--- src/rtl/ffmul_pkg.sv ---
// Shared ffmul definitions: field selectors, word geometry and the per-field helper functions.
package ffmul_pkg;

   localparam int unsigned WIDTH        = 409;
   localparam int unsigned FF_WORD_W    = 32;
   localparam int unsigned N_WORDS_409  = 13;
   localparam int unsigned N_WORDS_233  = 8;
   localparam int unsigned N_WORDS_193  = 7;
   localparam int unsigned N_WORDS_113  = 4;
   localparam int unsigned FF_MAX_WORDS = N_WORDS_409;
   localparam int unsigned FF_SHREG_W   = FF_MAX_WORDS * FF_WORD_W;

   typedef enum logic [1:0] {
      FF409 = 2'd0,
      FF233 = 2'd1,
      FF193 = 2'd2,
      FF113 = 2'd3
   } ffmul_op_t;

   typedef enum logic {
      UNP_IDLE = 1'b0,
      UNP_SEND = 1'b1
   } unp_state_t;

   function automatic logic [3:0] ff_nwords(ffmul_op_t op);
      logic [3:0] n;
      case (op)
         FF409:   n = 4'(N_WORDS_409);
         FF233:   n = 4'(N_WORDS_233);
         FF193:   n = 4'(N_WORDS_193);
         default: n = 4'(N_WORDS_113);
      endcase
      return n;
   endfunction

   function automatic int ff_degree(ffmul_op_t op);
      int d;
      case (op)
         FF409:   d = 409;
         FF233:   d = 233;
         FF193:   d = 193;
         default: d = 113;
      endcase
      return d;
   endfunction

   // Ones below the field degree, zeros from the degree upward.
   function automatic logic [WIDTH-1:0] ffmask(ffmul_op_t op);
      return {WIDTH{1'b1}} >> (WIDTH - 32'(ff_degree(op)));
   endfunction

endpackage

--- src/rtl/ffmul_result_unpacker.sv ---
// Returns one ffmul product to the core as 32-bit words, least-significant word first,
// with bits above the field degree forced to zero.
module ffmul_result_unpacker
   import ffmul_pkg::*;
(
   input  logic                 clk,
   input  logic                 rst,
   input  logic                 flush_i,
   input  logic                 res_valid_i,
   output logic                 res_ready_o,
   input  logic [1:0]           res_op_i,
   input  logic [WIDTH-1:0]     res_data_i,
   output logic                 word_valid_o,
   input  logic                 word_ready_i,
   output logic [FF_WORD_W-1:0] word_data_o,
   output logic [3:0]           word_idx_o,
   output logic                 word_last_o,
   output logic                 busy_o
);

   unp_state_t            state_q,  state_d;
   logic [FF_SHREG_W-1:0] shreg_q,  shreg_d;
   logic [3:0]            idx_q,    idx_d;
   logic [3:0]            nwords_q, nwords_d;
   logic                  last_q,   last_d;
   ffmul_op_t             op;

   assign op = ffmul_op_t'(res_op_i);

   // Next-state: flush dominates everything; capture only in IDLE, shift only on word acceptance.
   always_comb begin
      state_d  = state_q;
      shreg_d  = shreg_q;
      idx_d    = idx_q;
      nwords_d = nwords_q;
      last_d   = last_q;
      if (flush_i) begin
         state_d  = UNP_IDLE;
         shreg_d  = '0;
         idx_d    = '0;
         nwords_d = '0;
         last_d   = 1'b0;
      end else begin
         case (state_q)
            UNP_IDLE: begin
               if (res_valid_i) begin
                  state_d  = UNP_SEND;
                  shreg_d  = FF_SHREG_W'(res_data_i & ffmask(op));
                  idx_d    = '0;
                  nwords_d = ff_nwords(op);
                  last_d   = (ff_nwords(op) == 4'd1);
               end
            end
            default: begin
               if (word_ready_i) begin
                  shreg_d = shreg_q >> FF_WORD_W;
                  if (last_q) begin
                     state_d  = UNP_IDLE;
                     idx_d    = '0;
                     nwords_d = '0;
                     last_d   = 1'b0;
                  end else begin
                     idx_d  = idx_q + 4'd1;
                     last_d = ((idx_q + 4'd2) == nwords_q);
                  end
               end
            end
         endcase
      end
   end

   always_ff @(posedge clk) begin
      if (rst) begin
         state_q  <= UNP_IDLE;
         shreg_q  <= '0;
         idx_q    <= '0;
         nwords_q <= '0;
         last_q   <= 1'b0;
      end else begin
         state_q  <= state_d;
         shreg_q  <= shreg_d;
         idx_q    <= idx_d;
         nwords_q <= nwords_d;
         last_q   <= last_d;
      end
   end

   // All outputs come straight from flops; the register drains to zero so data reads 0 when idle.
   assign res_ready_o  = (state_q == UNP_IDLE);
   assign word_valid_o = (state_q == UNP_SEND);
   assign busy_o       = (state_q == UNP_SEND);
   assign word_data_o  = shreg_q[FF_WORD_W-1:0];
   assign word_idx_o   = idx_q;
   assign word_last_o  = last_q;

endmodule

--- config.mk ---
export PLATFORM = sky130hd
export DESIGN_NAME = ffmul_result_unpacker
export DESIGN_NICKNAME = d
export VERILOG_FILES = /design/src/rtl/ffmul_pkg.sv /design/src/rtl/ffmul_result_unpacker.sv
export SDC_FILE = /design/constraint.sdc
export NUM_CORES = 1
export LEC_CHECK = 0
export ABC_AREA = 1
export BUFFER_PORTS_ARGS = -buffer_cell sky130_fd_sc_hd__buf_2
export CAP_MARGIN = 20
export CORE_MARGIN = 2
export CORE_UTILIZATION = 40
export DETAILED_ROUTE_END_ITERATION = 12
export MAX_ROUTING_LAYER = met4
export PLACE_DENSITY = 0.66
export REMOVE_ABC_BUFFERS = 1
export SYNTH_ARGS = -nofsm -noshare
export SYNTH_HDL_FRONTEND = slang
export SYNTH_SLANG_ARGS = --single-unit
--- constraint.sdc ---
create_clock -name clk -period 1.7 [get_ports clk]
set_input_delay 0.085 -clock clk [delete_from_list [all_inputs] [get_ports clk]]
set_output_delay 0.085 -clock clk [all_outputs]
set_load 0.1 [all_outputs]
==> flow_summary.json <==
{
  "critPathKind": "flip-flop to output port",
  "ys_types": 27,
  "grt_antenna_before_repair": 16,
  "slew_viol_final": 0,
  "synth_edf_count": 0,
  "powerDensity_nw_per_um2": 922,
  "reg2reg_slack_ns": 0.07,
  "hold_viol": 0,
  "critPathRequiredTime_ns": 1.62,
  "startpoint_type": "flip-flop",
  "grt_pass1_wl_mm": 106,
  "clock-sinks": 419,
  "yosys_warnings": 0,
  "place_hpwl_mm": 35.7,
  "coreArea_sq_um": 44100,
  "dp.cells": 3165,
  "worst_slew_pin_slew_ns": 0.554,
  "worstPathMaxFanout": 30,
  "grt_pass1_vias": 20400,
  "cts_made_buffers": 46,
  "synthCells": 2335,
  "finalSetupViolations": 0,
  "min_path_cells": 5,
  "drv.max_cap_violation_count": 0,
  "skew_ns": 0.00755,
  "grt_max_degree": 133,
  "place_congestion": 0.855,
  "synth_top_cell_by_area": "dfxtp_1",
  "num_vias": 21000,
  "dieArea_sq_um": 46400,
  "die_w_microns": 215,
  "initial_utilization_pct": 40.5,
  "synth_top_cells_by_count": "o21ai_0, dfxtp_1, a21oi_1",
  "clock_latency_ns": 0.56,
  "async_flop_share_pct": 0,
  "cts.path.max_buffers": 3,
  "portBuffers": 455,
  "worstRegToRegCells": 5,
  "clk_pin_slew_worst_paths_ns": 0.06,
  "grtUsageTotal_pct": 28.8,
  "period_needed_ns": 1.65,
  "slew_headroom_pct": 63.3,
  "via_per_inst": 5.69,
  "wl_per_cell_microns": 18.5,
  "netlist_top_cells_area": "dfxtp_1, o21ai_0, a21oi_1",
  "cp.arrival_ns": 1.57,
  "fin_crit_sh_pct": 97.1,
  "synth_ff_type": "dfxtp_1",
  "fillers": 3668,
  "yosysSeqAreaShare_pct": 46.9,
  "rsz0062_at_grt": "yes",
  "routed_wl_mm": 68.0,
  "gr-total-overflow": 0,
  "layout.nets": 3454,
  "rows": 77,
  "fmax_mhz": 606,
  "setup-tns-final_ns": 0,
  "fin_cells": 3683,
  "htreeDepth": 2,
  "die_height_microns": 215,
  "ir_drop_mv": 0.700,
  "p_leak_uw": 0.0105,
  "synth.top_cell.area_share_pct": 46.9,
  "clockRootBuffer": "clkbuf_16",
  "drtIter0Drc": 2505,
  "status": "finished, final reports clean",
  "yosysMostFrequentCell": "o21ai_0",
  "syn2layout_area_growth_pct": 47.6,
  "drive_gt1_share_pct": 19.6,
  "drc": 0,
  "cts_setup_buffers": 0,
  "synth_seq_cells": 419,
  "min_path_type": "input pin to flip-flop",
  "ios": 456,
  "synth.avg_cell_area_sq_um": 7.65,
  "netlist_area_sq_um": 17900,
  "drt_first_pass_iters": 7,
  "end_kind": "output port",
  "cts_tree": "built",
  "postRouteAntennaNets": 0
}
where the power goes:
group	leakage [uW]	internal [uW]	switching (uW)	total [uW]
logic	0.00632	1790	2300	4100
clock network	0.000727	5620	4060	9680
registers	0.00342	10300	242	10500
total	0.0105	17700	6600	24300
path summary, 6_finish.rpt:
path	end	startpoint
worst max-delay path	busy_o	busy_o$_SDFF_PP0_
worst min-delay path	shreg_q[192]$_SDFFE_PP0P_	res_valid_i
worst max register to register	shreg_q[266]$_SDFFE_PP0P_	busy_o$_SDFF_PP0_
worst min register to register	shreg_q[39]$_SDFFE_PP0P_	shreg_q[71]$_SDFFE_PP0P_
stage by stage:
stage / utilization, % / area [sq um] / power, uW / worst slack (ns) / hold slack [ns]
2_1_floorplan: - / 16500 / 12500 / -9.21 / 0.200
3_3_place_gp: 46.8 / 20600 / 13800 / 0.0844 / 0.347
3_5_place_dp: 46.8 / 20600 / 13800 / 0.108 / 0.349
4_1_cts: 59.6 / 26300 / 24300 / -0.00862 / 0.0622
5_1_grt: 59.7 / 26400 / 25300 / -0.0237 / 0.113
6_report: 59.8 / 26400 / 24300 / 0.0498 / 0.119
flip-flops by register name, summed over array words and instances, names as in the netlist:
| register | cells |
|---|---|
| nwords_q | 4 |
| word_last_o | 1 |
| busy_o | 1 |
| shreg_q | 409 |
| word_idx_o | 4 |
per-layer routing:
metal  GRT usage [%]  vias up  routed length, microns
met1            34.5     9633                   27400
met3            5.34      367                    4790
met4            18.5        0                    4400
li1                -     9767                       -
met2            44.4     1199                   31400
met5               -        -                       0
layout make-up:
class	count	area [sq um]	share of cell area (%)
timing repair buffer	935	7540	28.6
clock inverter	12	67.6	0.256
antenna	19	47.5	0.180
tap	592	741	2.81
multi-input combinational	1619	8120	30.8
sequential	419	8390	31.8
clock buffer	72	1390	5.28
inverter	15	66.3	0.251
kinds of logic (layout without fill, tap and decap cells):
logic type | Yosys count | after routing | synth area share (%)
flops | 419 | 419 | 46.9
buf+inv | 297 | 1034 | 7.82
compound gates | 1171 | 1171 | 34.2
other cells | 0 | 19 | 0
simple gates | 446 | 446 | 10.9
fa+ha+maj | 2 | 2 | 0.140
repair_timing:
| item | in CTS | in global routing |
|---|---|---|
| hold buffers | 413 | 0 |
| cloned | 1 | 1 |
| setup endpoints to repair | 3 | 6 |
| resized for setup | 5 | 2 |
| endpoints found under the hold margin | 414 | 0 |
critical path: stages (launching register included):
cell and delay [ns]:
dfxtp_4 0.48, buf_6 0.30, buf_12 0.22
layout by cell type (no fill, tap or decap), drive strengths merged:
cell	n
ha	2
a21oi	299
a22oi	40
nand3	179
diode	19
dfxtp	419
nor2	12
clkbuf	73
o22ai	3
nand3b	1
nand2	251
buf	520
o21ai	715
o21a	1
and3	1
inv	15
nor3	2
bufbuf	1
clkinv	12
dlygate4sd3	413
a31oi	113
No activity file was read; power rests on OpenSTA's default activity.
